===== src/rtl/disp_pkg.sv =====
// Shared types and defaults for the disparity hole-filling stage.
package disp_pkg;
  localparam int DISP_DW      = 7;
  localparam int DISP_INVALID = 0;
  localparam int HOLE_CNT_W   = 16;

  typedef enum logic [1:0] {ROW_START, HOLD, EXCEED} fill_state_t;
endpackage


===== src/rtl/disp_median3.sv =====
// Combinational 3-input median built from one compare/swap and a clamp.
module disp_median3 #(
  parameter int DW = 7
) (
  input  logic [DW-1:0] a,
  input  logic [DW-1:0] b,
  input  logic [DW-1:0] c,
  output logic [DW-1:0] y
);
  logic [DW-1:0] lo, hi;

  always_comb begin
    lo = (a < b) ? a : b;
    hi = (a < b) ? b : a;
    if (c < lo)      y = lo;
    else if (c > hi) y = hi;
    else             y = c;
  end
endmodule


===== src/rtl/disp_hole_filler.sv =====
// Fills LRCC-rejected disparities with the last valid value of the row (bounded run).
// Define DISP_MEDIAN_EN to add a causal 3-tap horizontal median stage (latency 2).
module disp_hole_filler
  import disp_pkg::*;
#(
  parameter int DW      = DISP_DW,
  parameter int IMG_W   = 640,
  parameter int INVALID = DISP_INVALID,
  parameter int MAX_RUN = 15
) (
  input  logic                  i_clk,
  input  logic                  i_rstn,
  input  logic                  i_sync,
  input  logic                  i_dval,
  input  logic [DW-1:0]         i_data,
  output logic                  o_dval,
  output logic [DW-1:0]         o_data,
  output logic                  o_filled,
  output logic                  o_eol,
  output logic [HOLE_CNT_W-1:0] o_hole_cnt
);
  localparam int CW = (IMG_W > 1) ? $clog2(IMG_W) : 1;
  localparam int RW = $clog2(MAX_RUN + 1);
  localparam logic [DW-1:0] INV      = DW'(INVALID);
  localparam logic [CW-1:0] LAST_COL = CW'(IMG_W - 1);
  localparam logic [RW-1:0] RUN_MAX  = RW'(MAX_RUN);
`ifdef DISP_MEDIAN_EN
  localparam int STAGES = 2;
`else
  localparam int STAGES = 1;
`endif

  fill_state_t           state, st_c, nxt_st;
  logic [CW-1:0]         col, col_c;
  logic [RW-1:0]         run, nxt_run;
  logic [DW-1:0]         last, nxt_last, f_data, s1_data;
  logic                  f_fill, eol_c, s1_fill, s1_eol, cnt_inc;
  logic [STAGES-1:0]     vld_pipe;
  logic [HOLE_CNT_W-1:0] hole_cnt;

  // i_sync wins: the same-cycle beat is column 0 of a fresh row.
  always_comb begin
    st_c     = i_sync ? ROW_START : state;
    col_c    = i_sync ? '0 : col;
    eol_c    = (col_c == LAST_COL);
    f_data   = i_data;
    f_fill   = 1'b0;
    nxt_st   = st_c;
    nxt_last = last;
    nxt_run  = run;
    if (i_data != INV) begin
      nxt_last = i_data;
      nxt_run  = '0;
      nxt_st   = HOLD;
    end else begin
      f_data = INV;
      if (st_c == HOLD) begin
        f_data  = last;
        f_fill  = 1'b1;
        nxt_run = run + 1'b1;
        if (nxt_run == RUN_MAX) nxt_st = EXCEED;
      end
    end
    if (eol_c) begin
      nxt_st  = ROW_START;
      nxt_run = '0;
    end
  end

  always_ff @(posedge i_clk or negedge i_rstn)
    if (!i_rstn) begin
      state    <= ROW_START;
      col      <= '0;
      run      <= '0;
      last     <= INV;
      s1_data  <= '0;
      s1_fill  <= 1'b0;
      s1_eol   <= 1'b0;
      vld_pipe <= '0;
    end else begin
      vld_pipe <= (vld_pipe << 1) | STAGES'(i_dval);
      s1_fill  <= i_dval & f_fill;
      s1_eol   <= i_dval & eol_c;
      if (i_dval) begin
        s1_data <= f_data;
        state   <= nxt_st;
        col     <= eol_c ? '0 : col_c + 1'b1;
        run     <= nxt_run;
        last    <= nxt_last;
      end else if (i_sync) begin
        state <= ROW_START;
        col   <= '0;
        run   <= '0;
      end
    end

`ifdef DISP_MEDIAN_EN
  logic [DW-1:0] h1, h2, med, m_data;
  logic [1:0]    hcnt;
  logic          m_fill, m_eol;

  disp_median3 #(.DW(DW)) u_med (.a(h2), .b(h1), .c(s1_data), .y(med));

  // History holds the filled stream of the current row only.
  always_ff @(posedge i_clk or negedge i_rstn)
    if (!i_rstn) begin
      h1     <= INV;
      h2     <= INV;
      hcnt   <= '0;
      m_data <= '0;
      m_fill <= 1'b0;
      m_eol  <= 1'b0;
    end else begin
      m_fill <= vld_pipe[0] & s1_fill;
      m_eol  <= vld_pipe[0] & s1_eol;
      if (vld_pipe[0]) begin
        m_data <= (hcnt == 2'd2) ? med : s1_data;
        h2     <= h1;
        h1     <= s1_data;
        hcnt   <= s1_eol ? 2'd0 : ((hcnt == 2'd2) ? 2'd2 : hcnt + 2'd1);
      end
      if (i_sync) hcnt <= '0;
    end

  assign o_dval   = vld_pipe[1];
  assign o_data   = m_data;
  assign o_filled = m_fill;
  assign o_eol    = m_eol;
  assign cnt_inc  = vld_pipe[0] & s1_fill;
`else
  assign o_dval   = vld_pipe[0];
  assign o_data   = s1_data;
  assign o_filled = s1_fill;
  assign o_eol    = s1_eol;
  assign cnt_inc  = i_dval & f_fill;
`endif

  // Counts as the filled beat lands in the output register.
  always_ff @(posedge i_clk or negedge i_rstn)
    if (!i_rstn)                    hole_cnt <= '0;
    else if (i_sync)                hole_cnt <= '0;
    else if (cnt_inc && ~&hole_cnt) hole_cnt <= hole_cnt + 1'b1;

  assign o_hole_cnt = hole_cnt;
endmodule


===== config.mk =====
export PLATFORM = sky130hd
export DESIGN_NAME = disp_hole_filler
export DESIGN_NICKNAME = d
export VERILOG_FILES = /design/src/rtl/disp_pkg.sv /design/src/rtl/disp_median3.sv /design/src/rtl/disp_hole_filler.sv
export SDC_FILE = /design/constraint.sdc
export NUM_CORES = 1
export LEC_CHECK = 0
export BUFFER_PORTS_ARGS = -buffer_cell sky130_fd_sc_hd__buf_4
export CORE_UTILIZATION = 60
export DETAILED_ROUTE_END_ITERATION = 6
export HOLD_SLACK_MARGIN = 0.1
export PLACE_DENSITY = 0.92
export SLEW_MARGIN = 10
export SYNTH_ARGS = -nofsm -noshare
export SYNTH_HDL_FRONTEND = slang
export SYNTH_HIERARCHICAL = 1
export SYNTH_SLANG_ARGS = --single-unit

===== constraint.sdc =====
create_clock -name i_clk -period 6 [get_ports i_clk]
set_clock_uncertainty 0.1 [all_clocks]
set_input_delay 1.5 -clock i_clk [delete_from_list [all_inputs] [get_ports i_clk]]
set_output_delay 1.5 -clock i_clk [all_outputs]
set_load 0.005 [all_outputs]

==> impl_metrics.sql <==
INSERT INTO impl_metrics (metric_group, metric, value, unit) VALUES
('synthesis', 'syn_avg_cell_area', '10.2', 'um2'),
('clock_network', 'post-cts-setup-buffers', '0', ''),
('final_layout', 'layout-area-overhead-vs-synth', '16.7', '%'),
('die', 'floorplan.initialDensity', '64.6', '%'),
('job', 'maximum_capacitance_violations', '0', ''),
('routing', 'violation_count_after_the_first_detailed_routing_iteration', '144', ''),
('sta', 'setup_viol_count_final', '0', ''),
('power', 'finalPower', '642', 'uW'),
('global_routing', 'grt_first_pass_wirelength', '8410', 'um'),
('sta', 'timing_max_transition_violations_final', '0', ''),
('clock_network', 'insertion_delay', '310', 'ps'),
('clock_network', 'cts.path.max_buffers', '2', ''),
('placed_design', 'placer_congestion', '0.813', ''),
('synthesis', 'async_flop_share', '100', '%'),
('sta', 'final_cycle_utilization_of_the_critical_path', '59.4', '%'),
('routing', 'drc', '0', ''),
('routing', 'postRouteWirelength', '4990', 'um'),
('routing', 'drt_pass1_iterations', '4', ''),
('die', 'core', '3770', 'um2'),
('worst_setup_path', 'worstRegToRegCells', '5', ''),
('synthesis', 'yosys_register_bits', '49', ''),
('synthesis', 'synthTopCellsByArea', 'sky130_fd_sc_hd__dfrtp_1, sky130_fd_sc_hd__nor2b_1, sky130_fd_sc_hd__xor2_1, sky130_fd_sc_hd__nor2_1, sky130_fd_sc_hd__a221o_1', ''),
('die', 'rows', '22', ''),
('synthesis', 'synth-main-ff-cell', 'sky130_fd_sc_hd__dfrtp_1', ''),
('min_path', 'hold-path-endpoint', 'last[1]', ''),
('run_status', 'result_of_the_run', 'finished, final reports clean', ''),
('worst_setup_path', 'cp_slowest_cell', 'sky130_fd_sc_hd__nor3_4', ''),
('die', 'die_area', '4320', 'um2'),
('synthesis', 'number_of_enable_flip_flop_cells_after_synthesis', '0', ''),
('synthesis', 'seq_area_frac_synth', '50.3', '%'),
('synthesis', 'post-synth-top-count-cell', 'sky130_fd_sc_hd__dfrtp_1', ''),
('worst_setup_path', 'crit_type', 'in2reg', ''),
('clock_network', 'clock_sink_count', '49', ''),
('routing', 'via_count', '1927', ''),
('die', 'die_width', '65.7', 'um'),
('synthesis', 'postSynthNetCount', '254', ''),
('clock_network', 'inserted_clock_buffers', '5', ''),
('min_path', 'worstHoldStart', 'last[1]', ''),
('sta', 'slew-limit-headroom', '55.8', '%'),
('synthesis', 'synth.cells.most_frequent', 'sky130_fd_sc_hd__dfrtp_1, sky130_fd_sc_hd__nor2_1, sky130_fd_sc_hd__nor2b_1', ''),
('global_routing', 'grt_start_max_net_pins', '50', ''),
('worst_setup_path', 'critical_path.max_stage_delay', '570', 'ps'),
('final_layout', 'drive_above_1_share', '20.2', '%'),
('worst_setup_path', 'critical_path.reg2reg.startpoint', 'state[1]', ''),
('min_path', 'hp-class', 'reg2reg', ''),
('worst_setup_path', 'worstSetupStartpointType', 'input pin', ''),
('worst_setup_path', 'crit_arrival', '3660', 'ps'),
('worst_setup_path', 'worst-endpoint-required', '6100', 'ps'),
('power', 'power_leakage', '0.00128', 'uW'),
('synthesis', 'synthCells', '239', ''),
('die', 'die_h', '65.7', 'um'),
('sta', 'max_slew.worst_pin.slew', '661', 'ps'),
('global_routing', 'antenna_found_initial', '0', ''),
('synthesis', 'synth_warnings', '6', ''),
('min_path', 'hold-path-cell-count', '1', ''),
('synthesis', 'synth.top_cell.area_share', '50.3', '%'),
('die', 'design.portCount', '37', ''),
('global_routing', 'grtUsageTotal', '26.1', '%'),
('synthesis', 'synth_area', '2440', 'um2'),
('final_layout', 'fillerInstances', '250', ''),
('sta', 'final.setup.tns', '0', 'ps'),
('placed_design', 'io_buffer_count', '36', ''),
('global_routing', 'grt_pass1_vias', '1815', ''),
('synthesis', 'synthDistinctLibCells', '45', ''),
('routing', 'vias_per_cell', '6.02', ''),
('worst_setup_path', 'reg2reg_setup_slack', '3540', 'ps'),
('clock_network', 'cts_tree', 'done', ''),
('final_layout', 'nets', '286', ''),
('worst_setup_path', 'timing.critical_path.to_type', 'flip-flop', ''),
('global_routing', 'grt_overflow_total', '0', ''),
('clock_network', 'clkSlewWorstSetupHoldPaths', '90', 'ps');
-- logic make-up (layout without fill, tap and decap cells) --
logic type | count (synthesis) | after routing | synth area share [%]
adders and majority gates | 4 | 4 | 2.05
and+or+nand+nor | 102 | 102 | 22.9
muxes | 5 | 5 | 2.26
AOI/OAI and AO/OA | 47 | 47 | 14.3
DFF | 49 | 49 | 50.3
xor gates and xnor gates | 15 | 15 | 5.39
buffers and inverters | 17 | 50 | 2.72
-- state kept, by name, summed over array words and instances (netlist names) --
register    cells
col            10
last            7
o_hole_cnt     16
state           2
o_dval          1
o_eol           1
o_filled        1
run             4
o_data          7
-- worst max-delay path, delay by kind of cell --
family        cells  cell delay [ps]
simple gates      4             1480
mux               1              350
buf+inv           1              310
-- layout make-up --
class	count	area (um2)	area share, %
sequential	49	1230	43.1
multi-input combinational	173	1140	40.2
timing repair buffer	36	270	9.51
clock buffer	6	82.6	2.90
tap	48	60.1	2.11
clock inverter	2	37.5	1.32
inverter	6	22.5	0.792
-- layout by cell type (no fill, tap or decap), types with 2 or more instances in the layout --
| master | count |
|---|---|
| sky130_fd_sc_hd__a21o_1 | 2 |
| sky130_fd_sc_hd__a31o_2 | 3 |
| sky130_fd_sc_hd__inv_1 | 6 |
| sky130_fd_sc_hd__o211ai_1 | 3 |
| sky130_fd_sc_hd__a22o_1 | 7 |
| sky130_fd_sc_hd__a21oi_1 | 9 |
| sky130_fd_sc_hd__nand3_1 | 6 |
| sky130_fd_sc_hd__nand2_1 | 14 |
| sky130_fd_sc_hd__o21ai_0 | 6 |
| sky130_fd_sc_hd__and3_1 | 4 |
| sky130_fd_sc_hd__ha_1 | 4 |
| sky130_fd_sc_hd__nor4_1 | 3 |
| sky130_fd_sc_hd__xnor2_1 | 5 |
| sky130_fd_sc_hd__or3_1 | 5 |
| sky130_fd_sc_hd__xor2_1 | 10 |
| sky130_fd_sc_hd__clkbuf_8 | 6 |
| sky130_fd_sc_hd__mux2_2 | 4 |
| sky130_fd_sc_hd__nor2b_1 | 18 |
| sky130_fd_sc_hd__nor3_1 | 11 |
| sky130_fd_sc_hd__and3b_1 | 2 |
| sky130_fd_sc_hd__a221o_1 | 7 |
| sky130_fd_sc_hd__buf_4 | 36 |
| sky130_fd_sc_hd__nand4_1 | 7 |
| sky130_fd_sc_hd__dfrtp_1 | 49 |
| sky130_fd_sc_hd__or4_1 | 2 |
| sky130_fd_sc_hd__nor2_1 | 23 |
-- where the power goes --
part           internal [uW]  leakage (uW)  switching, uW  total [uW]
logic                   23.8      0.000571           27.6        51.4
clock network            135     0.0000574            108         243
registers                341      0.000651           5.82         347
-- routing by layer --
metal	global-route usage (%)	vias to the layer above	routed length, um
met2	40.6	45	2410
met3	4.86	11	196
met5	0	-	0
met1	35.6	940	2290
li1	-	931	-
met4	11.4	0	102
-- per-stage QoR --
stage / util (%) / cells / cell area (um2) / setup WS [ps]
floorplan: - / 239 / 2440 / 2760
global placement: 72.2 / 312 / 2720 / 2200
detailed placement: 72.2 / 312 / 2720 / 2120
CTS: 75.4 / 320 / 2840 / 2460
global route: 75.4 / 320 / 2840 / 2250
finish: 75.4 / 320 / 2840 / 2440
-- worst max path at each step --
stage                          from        endpoint  cells past startpoint  slack (ps)
after floorplan           i_data[3]  o_hole_cnt[11]                      5        2760
final                        i_dval  o_hole_cnt[11]                      6        2440
after detailed placement  i_data[3]  o_hole_cnt[11]                      6        2120
after global routing         i_dval  o_hole_cnt[11]                      6        2250
after global placement    i_data[3]  o_hole_cnt[13]                      6        2200
after CTS                 i_data[3]  o_hole_cnt[11]                      6        2460
Power figures use the tool's default switching activity.
